===== src/rtl/fifo_stimulus_loopback_if.sv =====
// Handshake bundle for the stimulus source (FIFO read port) and the checking sink
// (FIFO write port). The slave modport is the block itself; the master drives it.
interface fifo_stimulus_loopback_if #(
  parameter int BYTE_WIDTH = 14
);
  logic                    rd_en;
  logic                    rd_valid;
  logic [BYTE_WIDTH*8-1:0] rd_data;
  logic                    rd_empty;
  logic                    wr_en;
  logic [BYTE_WIDTH*8-1:0] wr_data;
  logic                    wr_ack;
  logic                    wr_full;
  logic                    done;
  logic [15:0]             error_count;
  logic                    overflow;

  modport master (
    output rd_en, wr_en, wr_data,
    input  rd_valid, rd_data, rd_empty, wr_ack, wr_full, done, error_count, overflow
  );

  modport slave (
    input  rd_en, wr_en, wr_data,
    output rd_valid, rd_data, rd_empty, wr_ack, wr_full, done, error_count, overflow
  );
endinterface


===== src/rtl/fifo_stimulus_loopback.sv =====
// Pattern source and pattern-checking sink with FIFO-style ports. The source emits
// NUM_WORDS words of pattern(i); the sink checks them in order under periodic backpressure.
module fifo_stimulus_loopback #(
  parameter int BYTE_WIDTH = 14,
  parameter int NUM_WORDS  = 256,
  parameter int FULL_EVERY = 8
) (
  input  logic                    clk,
  input  logic                    rst,
  fifo_stimulus_loopback_if.slave bus
);

  localparam int          DW       = BYTE_WIDTH * 8;
  localparam logic [15:0] LAST_IDX = 16'(NUM_WORDS);
  localparam int          BPW      = (FULL_EVERY > 1) ? $clog2(FULL_EVERY) : 1;
  localparam logic [BPW-1:0] BP_TOP = BPW'((FULL_EVERY > 0) ? (FULL_EVERY - 1) : 0);
  localparam bit          BP_ON    = (FULL_EVERY != 0);

  // Byte k of word idx is (idx + k) mod 256; 8-bit addition gives the modulo for free.
  function automatic logic [DW-1:0] pattern(input logic [15:0] idx);
    logic [DW-1:0] w;
    w = '0;
    for (int k = 0; k < BYTE_WIDTH; k++) begin
      w[8*k +: 8] = idx[7:0] + 8'(k);
    end
    return w;
  endfunction

  logic [15:0]    src_idx;
  logic [15:0]    exp_idx;
  logic [BPW-1:0] bp_cnt;
  logic           wr_ack;
  logic [15:0]    error_count;
  logic           overflow;

  logic           rd_empty;
  logic           rd_valid;
  logic [DW-1:0]  rd_data;
  logic           done;
  logic           wr_full;
  logic           rd_take;
  logic           wr_take;
  logic           wr_drop;
  logic           wr_bad;

  // Status and data decode from the index registers and current requests.
  always_comb begin
    rd_empty = (src_idx == LAST_IDX);
    rd_valid = ~rd_empty;
    if (rd_empty) begin
      rd_data = '0;
    end else begin
      rd_data = pattern(src_idx);
    end
    done    = (exp_idx == LAST_IDX);
    wr_full = done | (BP_ON & (bp_cnt == BP_TOP));
    rd_take = bus.rd_en & ~rd_empty;
    wr_take = bus.wr_en & ~wr_full;
    wr_drop = bus.wr_en & wr_full;
    wr_bad  = (bus.wr_data != pattern(exp_idx));
  end

  // Source read index; requests against an exhausted source are ignored.
  always_ff @(posedge clk or posedge rst) begin
    if (rst) begin
      src_idx <= 16'd0;
    end else if (rd_take) begin
      src_idx <= src_idx + 16'd1;
    end else begin
      src_idx <= src_idx;
    end
  end

  // Free-running backpressure phase counter.
  always_ff @(posedge clk or posedge rst) begin
    if (rst) begin
      bp_cnt <= '0;
    end else if (!BP_ON || (bp_cnt == BP_TOP)) begin
      bp_cnt <= '0;
    end else begin
      bp_cnt <= bp_cnt + BPW'(1);
    end
  end

  // Sink: accept, compare against expected word, flag dropped writes.
  always_ff @(posedge clk or posedge rst) begin
    if (rst) begin
      exp_idx     <= 16'd0;
      wr_ack      <= 1'b0;
      error_count <= 16'd0;
      overflow    <= 1'b0;
    end else begin
      wr_ack <= wr_take;
      if (wr_take) begin
        exp_idx <= exp_idx + 16'd1;
      end else begin
        exp_idx <= exp_idx;
      end
      if (wr_take && wr_bad && (error_count != 16'hFFFF)) begin
        error_count <= error_count + 16'd1;
      end else begin
        error_count <= error_count;
      end
      if (wr_drop) begin
        overflow <= 1'b1;
      end else begin
        overflow <= overflow;
      end
    end
  end

  assign bus.rd_empty    = rd_empty;
  assign bus.rd_valid    = rd_valid;
  assign bus.rd_data     = rd_data;
  assign bus.done        = done;
  assign bus.wr_full     = wr_full;
  assign bus.wr_ack      = wr_ack;
  assign bus.error_count = error_count;
  assign bus.overflow    = overflow;

endmodule


===== src/flat_wrapper.sv =====
// flat-port wrapper written by rule: the top's interface ports become plain ports
module fifo_stimulus_loopback_flat 
#(
  parameter int BYTE_WIDTH = 14,
  parameter int NUM_WORDS  = 256,
  parameter int FULL_EVERY = 8
)
  (clk, rst, bus_rd_en, bus_wr_en, bus_wr_data, bus_rd_valid, bus_rd_data, bus_rd_empty, bus_wr_ack, bus_wr_full, bus_done, bus_error_count, bus_overflow);
  fifo_stimulus_loopback_if #(.BYTE_WIDTH(BYTE_WIDTH)) bus_i ();
  input  logic clk;
  input  logic rst;
  input wire logic [$bits(bus_i.rd_en)-1:0] bus_rd_en;
  input wire logic [$bits(bus_i.wr_en)-1:0] bus_wr_en;
  input wire logic [$bits(bus_i.wr_data)-1:0] bus_wr_data;
  output wire logic [$bits(bus_i.rd_valid)-1:0] bus_rd_valid;
  output wire logic [$bits(bus_i.rd_data)-1:0] bus_rd_data;
  output wire logic [$bits(bus_i.rd_empty)-1:0] bus_rd_empty;
  output wire logic [$bits(bus_i.wr_ack)-1:0] bus_wr_ack;
  output wire logic [$bits(bus_i.wr_full)-1:0] bus_wr_full;
  output wire logic [$bits(bus_i.done)-1:0] bus_done;
  output wire logic [$bits(bus_i.error_count)-1:0] bus_error_count;
  output wire logic [$bits(bus_i.overflow)-1:0] bus_overflow;
  assign bus_i.rd_en = bus_rd_en;
  assign bus_i.wr_en = bus_wr_en;
  assign bus_i.wr_data = bus_wr_data;
  assign bus_rd_valid = bus_i.rd_valid;
  assign bus_rd_data = bus_i.rd_data;
  assign bus_rd_empty = bus_i.rd_empty;
  assign bus_wr_ack = bus_i.wr_ack;
  assign bus_wr_full = bus_i.wr_full;
  assign bus_done = bus_i.done;
  assign bus_error_count = bus_i.error_count;
  assign bus_overflow = bus_i.overflow;
  fifo_stimulus_loopback #(.BYTE_WIDTH(BYTE_WIDTH), .NUM_WORDS(NUM_WORDS), .FULL_EVERY(FULL_EVERY)) u_core (.clk(clk), .rst(rst), .bus(bus_i));
endmodule

===== config.mk =====
export PLATFORM = sky130hd
export DESIGN_NAME = fifo_stimulus_loopback_flat
export DESIGN_NICKNAME = d
export VERILOG_FILES = /design/src/rtl/fifo_stimulus_loopback_if.sv /design/src/rtl/fifo_stimulus_loopback.sv /design/src/flat_wrapper.sv
export SDC_FILE = /design/constraint.sdc
export NUM_CORES = 1
export LEC_CHECK = 0
export BUFFER_PORTS_ARGS = -buffer_cell sky130_fd_sc_hd__buf_4
export CAP_MARGIN = 20
export CORE_ASPECT_RATIO = 2
export CORE_MARGIN = 5
export CORE_UTILIZATION = 50
export DETAILED_ROUTE_END_ITERATION = 10
export HOLD_SLACK_MARGIN = 0.08
export PLACE_DENSITY = 0.79
export SKIP_LAST_GASP = 1
export SLEW_MARGIN = 5
export SYNTH_ARGS = -nofsm -noshare
export SYNTH_HDL_FRONTEND = slang
export SYNTH_SLANG_ARGS = --single-unit

===== constraint.sdc =====
create_clock -name clk -period 6.7 [get_ports clk]
set_clock_uncertainty 0.2 [all_clocks]
set_input_delay 1.34 -clock clk [delete_from_list [all_inputs] [get_ports clk]]
set_output_delay 1.34 -clock clk [all_outputs]
set_load 0.01 [all_outputs]

======== Yosys cells after proc, flatten, opt, wreduce, memory -nomap -nowiden ========
Index checks and enable logic that the tools add are counted.
cells by class
  mux-type cells .......................... 2
  equality and inequality tests ........... 5
  bitwise gates (word level) .............. 6
  reduce and logical (&&, ||, !) cells .... 2
  add/subtract/negate cells ............... 30
operator list
  kind                                             count
  two-way mux 112 bit                              1
  inequality test 112 bit                          1
  adder 8 x 4 -> 8 bit (second input constant)     12
  adder 8 x 3 -> 8 bit (second input constant)     8
  adder 16 x 1 -> 16 bit (second input constant)   3
  adder 8 x 2 -> 8 bit (second input constant)     4
  == test 16 x 9 -> 1 bit (second input constant)  2
  adder 8 x 1 -> 8 bit (second input constant)     2
  inequality test 16 bit (second input constant)   1
  adder 3 x 1 -> 3 bit (second input constant)     1
  AND 1 bit                                        3
  == test 3 bit (second input constant)            1
  two-way mux 3 bit                                1
  logical AND 1 bit                                2
  NOT 1 bit                                        2
  OR 1 bit                                         1
storage, ports and cells
  output and inout port bits .............. 134
  bits of input ports ..................... 116
  register bits after elaboration ......... 53
  logic and storage cells ................. 51

======== Logic depth before layout (Yosys ltp) ========
Gate-level depths: netlist of run 1.
  depth in word-level cells ............... 6
  gate-level depth with buffers ........... 14
  gate-level depth less buffers ........... 12

======== Worst setup path after synthesis of run 1 ========
Ideal clock, no wire load.
  kind .................................... register to output
  from .................................... register u_core.src_idx[2]
  to ...................................... output bus_rd_data[104]
  arrival ................................. 2.537 ns
  slack ................................... 2.623 ns
  path buffers ............................ 3
  required time ........................... 5.160 ns
  cell stages (with the launch flop) ...... 10
  cell sequence ........................... dfrtp_1 -> clkbuf_1 -> inv_1 -> ha_1 -> nor4b_1 -> nand2_1 -> nor4b_2 -> clkbuf_1 -> nor2_1 -> buf_4
on the way
  word-level cells in the longest chain between the ends .. 2
RTL lines
  item                      RTL line                      source
  start: declaration        fifo_stimulus_loopback.sv:29  logic [15:0] src_idx;
  start signal: assignment  fifo_stimulus_loopback.sv:68  src_idx <= src_idx + 16'd1;
  start signal: assignment  fifo_stimulus_loopback.sv:70  src_idx <= src_idx;
  == test 16 x 9 -> 1 bit   fifo_stimulus_loopback.sv:48  rd_empty = (src_idx == LAST_IDX);
  via bus_rd_empty          flat_wrapper.sv:17            output wire logic [$bits(bus_i.rd_empty)-1:0] bus_rd_empty;
  two-way mux 112 bit       fifo_stimulus_loopback.sv:50  if (rd_empty) begin
  end: declaration          flat_wrapper.sv:16            output wire logic [$bits(bus_i.rd_data)-1:0] bus_rd_data;
The timed path passes the listed nets, and every way through them passes these cells.

======== Final worst setup path of run 1 ========
  from .................................... register u_core.src_idx[2]
  to ...................................... output bus_rd_data[20]
on the way
  word-level cells in the longest chain between the ends .. 2
  elaborated cells on any way between the ends .. 3
  those cells by class .................... add/sub (1); eq/ne (1); mux (1)
RTL lines
  item                                                                    RTL line
  adder 8 x 2 -> 8 bit / == test 16 x 9 -> 1 bit (equally long branches)  fifo_stimulus_loopback.sv:24, fifo_stimulus_loopback.sv:48
  two-way mux 112 bit *                                                   fifo_stimulus_loopback.sv:50
Every way passes the cells marked *; elsewhere a longest branch is shown, timed or not.

==> impl_metrics.prom, run 1 <==
# TYPE chip_impl_metric gauge
chip_impl_metric{name="cell_variety_after_synth",unit=""} 68
chip_impl_info{name="type_of_origin_of_the_critical_path",value="flip-flop"} 1
chip_impl_metric{name="antenna_cells",unit=""} 0
chip_impl_info{name="synth.largest_area_cell",value="dfrtp_1"} 1
chip_impl_metric{name="switching_share",unit=""} 0.509
chip_impl_metric{name="firstDrtPassIters",unit=""} 5
chip_impl_info{name="worstReg2RegStart",value="u_core.exp_idx[2]$_DFFE_PP0P_"} 1
chip_impl_info{name="critPathKind",value="reg2out"} 1
chip_impl_metric{name="leakagePower",unit="nW"} 3.91
chip_impl_metric{name="ant_nets",unit=""} 0
chip_impl_metric{name="post_synth_instance_area",unit="sq um"} 6430
chip_impl_metric{name="share_comb_of_total_power",unit=""} 0.779
chip_impl_metric{name="initial_utilization",unit=""} 0.509
chip_impl_metric{name="clkTransAtPathRegs",unit="ps"} 70
chip_impl_metric{name="dieWidth",unit="um"} 90.2
chip_impl_metric{name="switching_power",unit="mW"} 1.87
chip_impl_metric{name="numCtsBuffers",unit=""} 5
chip_impl_metric{name="grt_max_degree",unit=""} 55
chip_impl_metric{name="post_layout_nonfiller_instances",unit=""} 1177
chip_impl_metric{name="peakVddDrop",unit="uV"} 425
chip_impl_metric{name="wl_per_cell",unit="um"} 19.6
chip_impl_metric{name="routed_wirelength",unit="um"} 23100
chip_impl_metric{name="fin_nets",unit=""} 1174
chip_impl_metric{name="port_buffers",unit=""} 249
chip_impl_metric{name="drv_cap",unit=""} 0
chip_impl_metric{name="std_cell_rows",unit=""} 58
chip_impl_info{name="crit_path_top_delay_cell",value="dfrtp_1"} 1
chip_impl_metric{name="numClockSinks",unit=""} 53
chip_impl_metric{name="synthArstFlopShare",unit=""} 1.00
chip_impl_metric{name="grt_overflow_total",unit=""} 0
chip_impl_info{name="hold_path_class",value="reg2reg"} 1
chip_impl_metric{name="hold_path_depth",unit=""} 1
chip_impl_metric{name="num_io_pins",unit=""} 250
chip_impl_metric{name="finalWorstPathRequiredPeriod",unit="ps"} 4650
chip_impl_metric{name="setup-violations-final",unit=""} 0
chip_impl_metric{name="cp_num_buf_inv",unit=""} 3
chip_impl_metric{name="dp.final_hpwl",unit="um"} 18700
chip_impl_metric{name="slew_viol_final",unit=""} 0
chip_impl_metric{name="synth.avg_cell_area",unit="sq um"} 7.61
chip_impl_metric{name="antenna_found_initial",unit=""} 0
chip_impl_metric{name="first_global_vias",unit=""} 6937
chip_impl_metric{name="synth-edff-count",unit=""} 0
chip_impl_metric{name="placedCellCount",unit=""} 1169
chip_impl_metric{name="routabilityCongestion",unit=""} 1.05
chip_impl_metric{name="number_of_vias_per_cell_after_detailed_routing",unit=""} 5.72
chip_impl_metric{name="synth.yosys.seq_area_share",unit=""} 0.206
chip_impl_metric{name="cts_hold_repair.buffers",unit=""} 0
chip_impl_metric{name="grtUsageTotal",unit=""} 0.292
chip_impl_metric{name="timing_hold_violations_final",unit=""} 0
chip_impl_metric{name="grt_first_pass_wirelength",unit="um"} 36000
chip_impl_metric{name="synth.ff_latch_count",unit=""} 53
chip_impl_metric{name="p_int",unit="mW"} 1.81
chip_impl_metric{name="cp_data_required_time",unit="ps"} 5160
chip_impl_metric{name="mappedNetlistNets",unit=""} 993
chip_impl_metric{name="synth_top_area_frac",unit=""} 0.206
chip_impl_metric{name="worst_relative_slew_slack",unit=""} 0.268
chip_impl_metric{name="vias",unit=""} 6729
chip_impl_metric{name="rr_worst_depth",unit=""} 11
chip_impl_metric{name="post_cts_buffers",unit=""} 0
chip_impl_metric{name="design.die.area",unit="sq um"} 15400
chip_impl_info{name="worstPathCellList",value="inv_1 -> ha_1 -> nor4b_1 -> nand2_1 -> nor4b_4 -> buf_4 -> nor2_1 -> mux2_2 -> buf_4"} 1
chip_impl_metric{name="portion_of_total_power_attributed_to_the_clock_network",unit=""} 0.072
chip_impl_metric{name="crit_path_max_fanout",unit=""} 54
chip_impl_info{name="r2r_end",value="u_core.bus.error_count[1]$_DFFE_PP0P_"} 1
chip_impl_metric{name="first_iter_violations",unit=""} 262
chip_impl_info{name="synth-main-ff-cell",value="dfrtp_1"} 1
chip_impl_info{name="synth.most_common_cell",value="xnor2_1"} 1
chip_impl_info{name="hold_end",value="u_core.bp_cnt[0]$_DFF_PP0_"} 1
chip_impl_metric{name="cts.path.max_buffers",unit=""} 2
chip_impl_info{name="min_from",value="u_core.bp_cnt[0]$_DFF_PP0_"} 1
chip_impl_info{name="worst_setup_end_kind",value="output pin"} 1
chip_impl_metric{name="area_growth_syn_to_fin",unit="%"} 28.3
chip_impl_metric{name="worstMarginPinSlew",unit="ps"} 1100
chip_impl_metric{name="final_critical_path_setup_slack",unit="ps"} 2050
chip_impl_metric{name="drive_gt1_frac",unit=""} 0.271
chip_impl_info{name="timing.critical_path.mode_cell",value="buf_4"} 1
chip_impl_info{name="unrepaired_setup_endpoints_after_global_routing",value="false"} 1
chip_impl_metric{name="clock_insertion_delay_worst_skew",unit="ps"} 300
chip_impl_metric{name="cellPowerDensity",unit="nW/um^2"} 446
chip_impl_metric{name="utilization_after_layout",unit=""} 0.653
chip_impl_metric{name="die_height",unit="um"} 170
chip_impl_metric{name="dpl_worst_slack",unit="ps"} 2290
chip_impl_metric{name="regToRegSetupSlack",unit="ps"} 2160
chip_impl_info{name="synth_common_cells",value="109 x xnor2_1, 108 x nor2_1, 78 x xor2_1"} 1
chip_impl_metric{name="remaining_drc_errors",unit=""} 0
chip_impl_metric{name="maximum_frequency_from_static_timing_analysis",unit="MHz"} 215
chip_impl_metric{name="cp.arrival",unit="ps"} 3110
chip_impl_metric{name="setup_total_negative_slack",unit="ps"} 0
chip_impl_info{name="yosys-top-cells-area",value="dfrtp_1 21%, xnor2_1 15%, xor2_1 11%, nor2_1 6.3%, ha_1 6.2%"} 1
chip_impl_info{name="clock_tree_from_tritoncts",value="built"} 1
chip_impl_metric{name="floorplan.core_area",unit="sq um"} 12600
chip_impl_metric{name="max_stage_delay",unit="ps"} 580
chip_impl_metric{name="post_synth_inst_count",unit=""} 845
chip_impl_info{name="status",value="finished, final reports clean"} 1
chip_impl_metric{name="post_cts_resize_count",unit=""} 0
chip_impl_metric{name="fin_crit_sh",unit=""} 0.694
chip_impl_info{name="crit_family",value="buffers and inverters"} 1
chip_impl_info{name="clk_root_buffer_cell",value="clkbuf_16"} 1
chip_impl_metric{name="ys.warnings.count",unit=""} 0
chip_impl_metric{name="seq_power_share",unit=""} 0.149
chip_impl_metric{name="cts.htree.levels",unit=""} 2
[through the flow]
stage	hold slack [ps]	area, sq um	power, mW
2_1_floorplan	203	6430	2.34
3_3_place_gp	217	8110	3.39
3_5_place_dp	234	8110	3.39
4_1_cts	250	8250	3.68
5_1_grt	277	8250	3.93
6_report	242	8250	3.68
[cell usage in the layout (no fill, tap or decap), types with 23 or more instances in the layout]
cell / count
nor2_1: 108
o21ai_0: 23
xnor2_1: 109
ha_1: 32
a21oi_1: 42
xor2_1: 78
buf_4: 257
dfrtp_1: 53
nand3_1: 26
nor3_1: 25
nand2_1: 73
inv_1: 23
[routing by layer]
layer  wire length (um)  GRT usage  up-vias  share of wire
met5                  0          0        -              0
met2              12500      0.558      353           0.54
li1                   -          -     3173              -
met4               1600      0.201        0          0.069
met3               1780     0.0712       98          0.077
met1               7210      0.263     3105           0.31
[power by group through the flow]
stage,clock network (mW),logic (mW),registers [mW]
after floorplan,0,1.90,0.443
after global placement,0,2.84,0.546
after detailed placement,0,2.85,0.546
after CTS,0.269,2.87,0.541
after global routing,0.282,3.10,0.558
final,0.263,2.87,0.549
[registers in the layout, summed over array words and instances (netlist names)]
| signal | count |
|---|---|
| u_core.bp_cnt | 3 |
| u_core.bus.wr_ack | 1 |
| u_core.src_idx | 16 |
| u_core.bus.overflow | 1 |
| u_core.bus.error_count | 16 |
| u_core.exp_idx | 16 |
[area by class of cell]
type	instances	area, sq um
Multi-Input combinational cell	683	4570
Fill cell	1148	4380
Timing Repair Buffer	257	1930
Sequential cell	53	1330
Tap cell	150	188
Clock buffer	6	129
Inverter	26	97.6
Clock inverter	2	13.8
[kinds of logic after synthesis]
group	after synthesis	share of synthesized area
buffers and inverters	109	0.0848
AOI/OAI and AO/OA	120	0.118
DFF	53	0.206
muxes	6	0.0105
adders and majority gates	32	0.0623
and+or+nand+nor	338	0.263
xor gates and xnor gates	187	0.255
[how the worst max path moves through the flow]
stage | from | to | slack (ps) | depth (start not counted)
final | u_core.src_idx[2]$_DFFE_PP0P_ | bus_rd_data[20] | 2050 | 9
after global routing | u_core.src_idx[2]$_DFFE_PP0P_ | bus_rd_data[20] | 1690 | 9
after CTS | u_core.src_idx[2]$_DFFE_PP0P_ | bus_rd_data[20] | 2040 | 9
after detailed placement | u_core.exp_idx[2]$_DFFE_PP0P_ | u_core.bus.error_count[1]$_DFFE_PP0P_ | 2290 | 11
after global placement | bus_wr_data[1] | u_core.bus.error_count[1]$_DFFE_PP0P_ | 2280 | 10
after floorplan | u_core.src_idx[2]$_DFFE_PP0P_ | bus_rd_data[104] | 2620 | 9
Power figures use the tool's default switching activity.
==> run 2, diff against run 1 <==
Settings changed: ABC_AREA from default to 1, PLACE_DENSITY 0.79 to 0.76.
Clock period 6.7 ns to 4.5 ns, I/O delays scaled along.
==> impl_metrics.prom, run 2 <==
# TYPE chip_impl_metric gauge
chip_impl_metric{name="mux_share_of_post_synthesis_cell_area",unit=""} 0
chip_impl_metric{name="synth.yosys.seq_area_share",unit=""} 0.180
chip_impl_info{name="critPathKind",value="reg2out"} 1
chip_impl_metric{name="cts.path.max_buffers",unit=""} 2
chip_impl_info{name="synth.most_common_cell",value="nand2_1"} 1
chip_impl_info{name="clk_root_buffer_cell",value="clkbuf_16"} 1
chip_impl_metric{name="synth_simple_gate_area_share",unit=""} 0.409
chip_impl_info{name="synth_top_family_by_area",value="simple AND/OR/NAND/NOR gates"} 1
chip_impl_metric{name="fin_crit_sh",unit=""} 0.875
chip_impl_info{name="critical_path.startpoint",value="u_core.src_idx[2]$_DFFE_PP0P_"} 1
chip_impl_metric{name="remaining_drc_errors",unit=""} 0
chip_impl_metric{name="synth-adder-area-share",unit=""} 0.0542
chip_impl_metric{name="grt_first_pass_wirelength",unit="um"} 38300
chip_impl_metric{name="synth_xor_xnor_area_share",unit=""} 0.146
chip_impl_metric{name="std_cell_rows",unit=""} 63
chip_impl_metric{name="clock_insertion_delay_worst_skew",unit="ps"} 290
chip_impl_metric{name="post_synth_inst_count",unit=""} 1250
chip_impl_metric{name="mappedNetlistNets",unit=""} 1398
chip_impl_info{name="hold_path_class",value="reg2reg"} 1
chip_impl_info{name="worst_setup_end_kind",value="output pin"} 1
chip_impl_info{name="worstReg2RegStart",value="u_core.src_idx[3]$_DFFE_PP0P_"} 1
chip_impl_metric{name="synth-compound-area-share",unit=""} 0.0607
chip_impl_metric{name="first_global_vias",unit=""} 8078
chip_impl_metric{name="cellPowerDensity",unit="nW/um^2"} 568
chip_impl_metric{name="slew_viol_final",unit=""} 0
chip_impl_metric{name="die_height",unit="um"} 182
chip_impl_info{name="synth_common_cells",value="424 x nand2_1, 159 x inv_1, 139 x nor2_1"} 1
chip_impl_metric{name="synth.avg_cell_area",unit="sq um"} 5.90
chip_impl_info{name="yosys-top-cells-area",value="nand2_1 22%, dfrtp_1 18%, xor2_1 10%, inv_1 8.1%, nor2_1 7.1%"} 1
chip_impl_metric{name="vias",unit=""} 8303
chip_impl_metric{name="setup-violations-final",unit=""} 0
chip_impl_info{name="crit_path_top_delay_cell",value="dfrtp_1"} 1
chip_impl_info{name="mostFrequentLayoutCell",value="nand2_1"} 1
chip_impl_info{name="worstPathCellList",value="inv_1 -> ha_1 -> nand2_1 -> nor3_1 -> inv_1 -> nor3_4 -> buf_4 -> inv_2 -> o21ai_0 -> a21oi_1 -> buf_4"} 1
chip_impl_metric{name="finalWorstPathRequiredPeriod",unit="ps"} 3940
chip_impl_metric{name="worstMarginPinSlew",unit="ps"} 833
chip_impl_metric{name="num_io_pins",unit=""} 250
chip_impl_metric{name="initial_utilization",unit=""} 0.503
chip_impl_info{name="hold_end",value="u_core.bp_cnt[0]$_DFF_PP0_"} 1
chip_impl_metric{name="synth-edff-count",unit=""} 0
chip_impl_metric{name="grtUsageTotal",unit=""} 0.270
chip_impl_metric{name="first_iter_violations",unit=""} 426
chip_impl_metric{name="max_stage_delay",unit="ps"} 550
chip_impl_metric{name="numCtsBuffers",unit=""} 5
chip_impl_metric{name="clkTransAtPathRegs",unit="ps"} 70
chip_impl_metric{name="number_of_vias_per_cell_after_detailed_routing",unit=""} 5.06
chip_impl_metric{name="drv_cap",unit=""} 0
chip_impl_metric{name="final_critical_path_setup_slack",unit="ps"} 565
chip_impl_info{name="r2r_end",value="u_core.src_idx[15]$_DFFE_PP0P_"} 1
chip_impl_info{name="synth.largest_area_cell",value="nand2_1"} 1
chip_impl_metric{name="peakVddDrop",unit="uV"} 620
chip_impl_info{name="unrepaired_setup_endpoints_after_global_routing",value="false"} 1
chip_impl_metric{name="floorplan.core_area",unit="sq um"} 14700
chip_impl_metric{name="cp_num_buf_inv",unit=""} 5
chip_impl_info{name="min_from",value="u_core.bp_cnt[0]$_DFF_PP0_"} 1
chip_impl_info{name="type_of_origin_of_the_critical_path",value="flip-flop"} 1
chip_impl_metric{name="cts.htree.levels",unit=""} 2
chip_impl_metric{name="area_growth_syn_to_fin",unit="%"} 25.6
chip_impl_metric{name="cts_hold_repair.buffers",unit=""} 0
chip_impl_metric{name="synthArstFlopShare",unit=""} 1.00
chip_impl_metric{name="numClockSinks",unit=""} 53
chip_impl_metric{name="antenna_cells",unit=""} 0
chip_impl_metric{name="post_synth_instance_area",unit="sq um"} 7380
chip_impl_metric{name="crit_path_max_fanout",unit=""} 42
chip_impl_metric{name="dieWidth",unit="um"} 95.9
chip_impl_metric{name="cp_data_required_time",unit="ps"} 3400
chip_impl_metric{name="hold_path_depth",unit=""} 1
chip_impl_metric{name="hold_ws",unit="ps"} 240
chip_impl_info{name="status",value="finished, final reports clean"} 1
chip_impl_metric{name="dpl_worst_slack",unit="ps"} 925
chip_impl_metric{name="leakagePower",unit="nW"} 5.28
chip_impl_info{name="mostFrequentLayoutCells",value="424 x nand2_1, 259 x buf_4, 158 x inv_1"} 1
chip_impl_metric{name="wl_per_cell",unit="um"} 14.5
chip_impl_metric{name="routed_wirelength",unit="um"} 23700
chip_impl_metric{name="cp.arrival",unit="ps"} 2840
chip_impl_metric{name="port_buffers",unit=""} 249
chip_impl_metric{name="post_cts_resize_count",unit=""} 0
chip_impl_metric{name="post_cts_buffers",unit=""} 0
chip_impl_metric{name="layout.filler_cells",unit=""} 1457
chip_impl_metric{name="placedCellCount",unit=""} 1633
chip_impl_metric{name="post_layout_nonfiller_instances",unit=""} 1641
chip_impl_metric{name="synth_top_area_frac",unit=""} 0.216
chip_impl_metric{name="drive_gt1_frac",unit=""} 0.205
chip_impl_metric{name="rr_worst_depth",unit=""} 14
chip_impl_metric{name="ys.warnings.count",unit=""} 0
chip_impl_metric{name="antenna_found_initial",unit=""} 0
chip_impl_metric{name="fin_nets",unit=""} 1593
chip_impl_info{name="clock_tree_from_tritoncts",value="built"} 1
chip_impl_metric{name="routabilityCongestion",unit=""} 0.955
chip_impl_metric{name="dp.final_hpwl",unit="um"} 19200
chip_impl_metric{name="cell_variety_after_synth",unit=""} 37
chip_impl_metric{name="setup_total_negative_slack",unit="ps"} 0
chip_impl_metric{name="timing_hold_violations_final",unit=""} 0
chip_impl_metric{name="maximum_frequency_from_static_timing_analysis",unit="MHz"} 254
chip_impl_info{name="crit_family",value="buffers and inverters"} 1
chip_impl_metric{name="grt_max_degree",unit=""} 43
chip_impl_info{name="largest_registers",value="u_core.bus.error_count x16, u_core.exp_idx x16, u_core.src_idx x16"} 1
chip_impl_metric{name="ant_nets",unit=""} 0
chip_impl_metric{name="firstDrtPassIters",unit=""} 5
chip_impl_metric{name="grt_overflow_total",unit=""} 0
chip_impl_metric{name="design.die.area",unit="sq um"} 17400
chip_impl_metric{name="synth.ff_latch_count",unit=""} 53
chip_impl_info{name="synth-main-ff-cell",value="dfrtp_1"} 1
chip_impl_metric{name="regToRegSetupSlack",unit="ps"} 940
chip_impl_metric{name="worst_relative_slew_slack",unit=""} 0.444
==> run 2: worst reg2reg max path: stages, from the launching register on <==
cell      delay (ps)
dfrtp_1          580
clkinv_1         380
ha_1             320
nand2_1           90
nor3_1            50
inv_1            100
nor3_4            50
buf_4            250
inv_2            230
nand2_1          290
inv_1            230
nand4_1          170
nor2_1           230
nand3b_1         130
xor2_1           160
==> run 2: cell type report <==
cell class	instances	area, sq um	share of cell area
well taps	195	244	0.0263
multi-input cells	956	4950	0.534
flip-flops and latches	53	1330	0.143
inverters	170	638	0.0688
clock inverters	2	38.8	0.00418
repair buffers	259	1940	0.210
clock buffers	6	129	0.0139
==> run 2: cells by family after synthesis <==
family / count (synthesis)
simple gates: 716
buf+inv: 241
xor+xnor: 123
compound gates: 85
flops: 53
fa+ha+maj: 32
==> run 2: per-stage QoR <==
stage | cell area, sq um | utilization | power (mW)
2_1_floorplan | 7380 | - | 3.38
3_3_place_gp | 9100 | 0.621 | 4.77
3_5_place_dp | 9100 | 0.621 | 4.82
4_1_cts | 9270 | 0.632 | 5.28
5_1_grt | 9270 | 0.632 | 5.75
6_report | 9270 | 0.632 | 5.27
==> run 2: power by group <==
group | switching [mW] | internal [mW] | leakage, nW | total [mW]
sequential | 0.203 | 0.550 | 0.656 | 0.753
combinational | 2.37 | 1.71 | 4.54 | 4.08
clock | 0.177 | 0.264 | 0.0810 | 0.441
==> run 2: routing by layer <==
| metal | wire length (um) | vias to the layer above | part of all wire | global-route usage |
|---|---|---|---|---|
| met5 | 0 | - | 0 | 0 |
| met1 | 10000 | 3752 | 0.42 | 0.357 |
| met4 | 664 | 0 | 0.028 | 0.0844 |
| met2 | 11500 | 294 | 0.49 | 0.445 |
| li1 | - | 4211 | - | - |
| met3 | 1510 | 46 | 0.063 | 0.0415 |
==> run 2: worst max path at each step <==
stage / endpoint / slack [ps] / cells past startpoint
after CTS: bus_rd_data[60] / 600 / 11
after detailed placement: bus_rd_data[60] / 920 / 11
after floorplan: bus_rd_data[49] / 940 / 11
final: bus_rd_data[44] / 560 / 11
after global placement: bus_rd_data[44] / 1030 / 11
after global routing: bus_rd_data[44] / 280 / 11
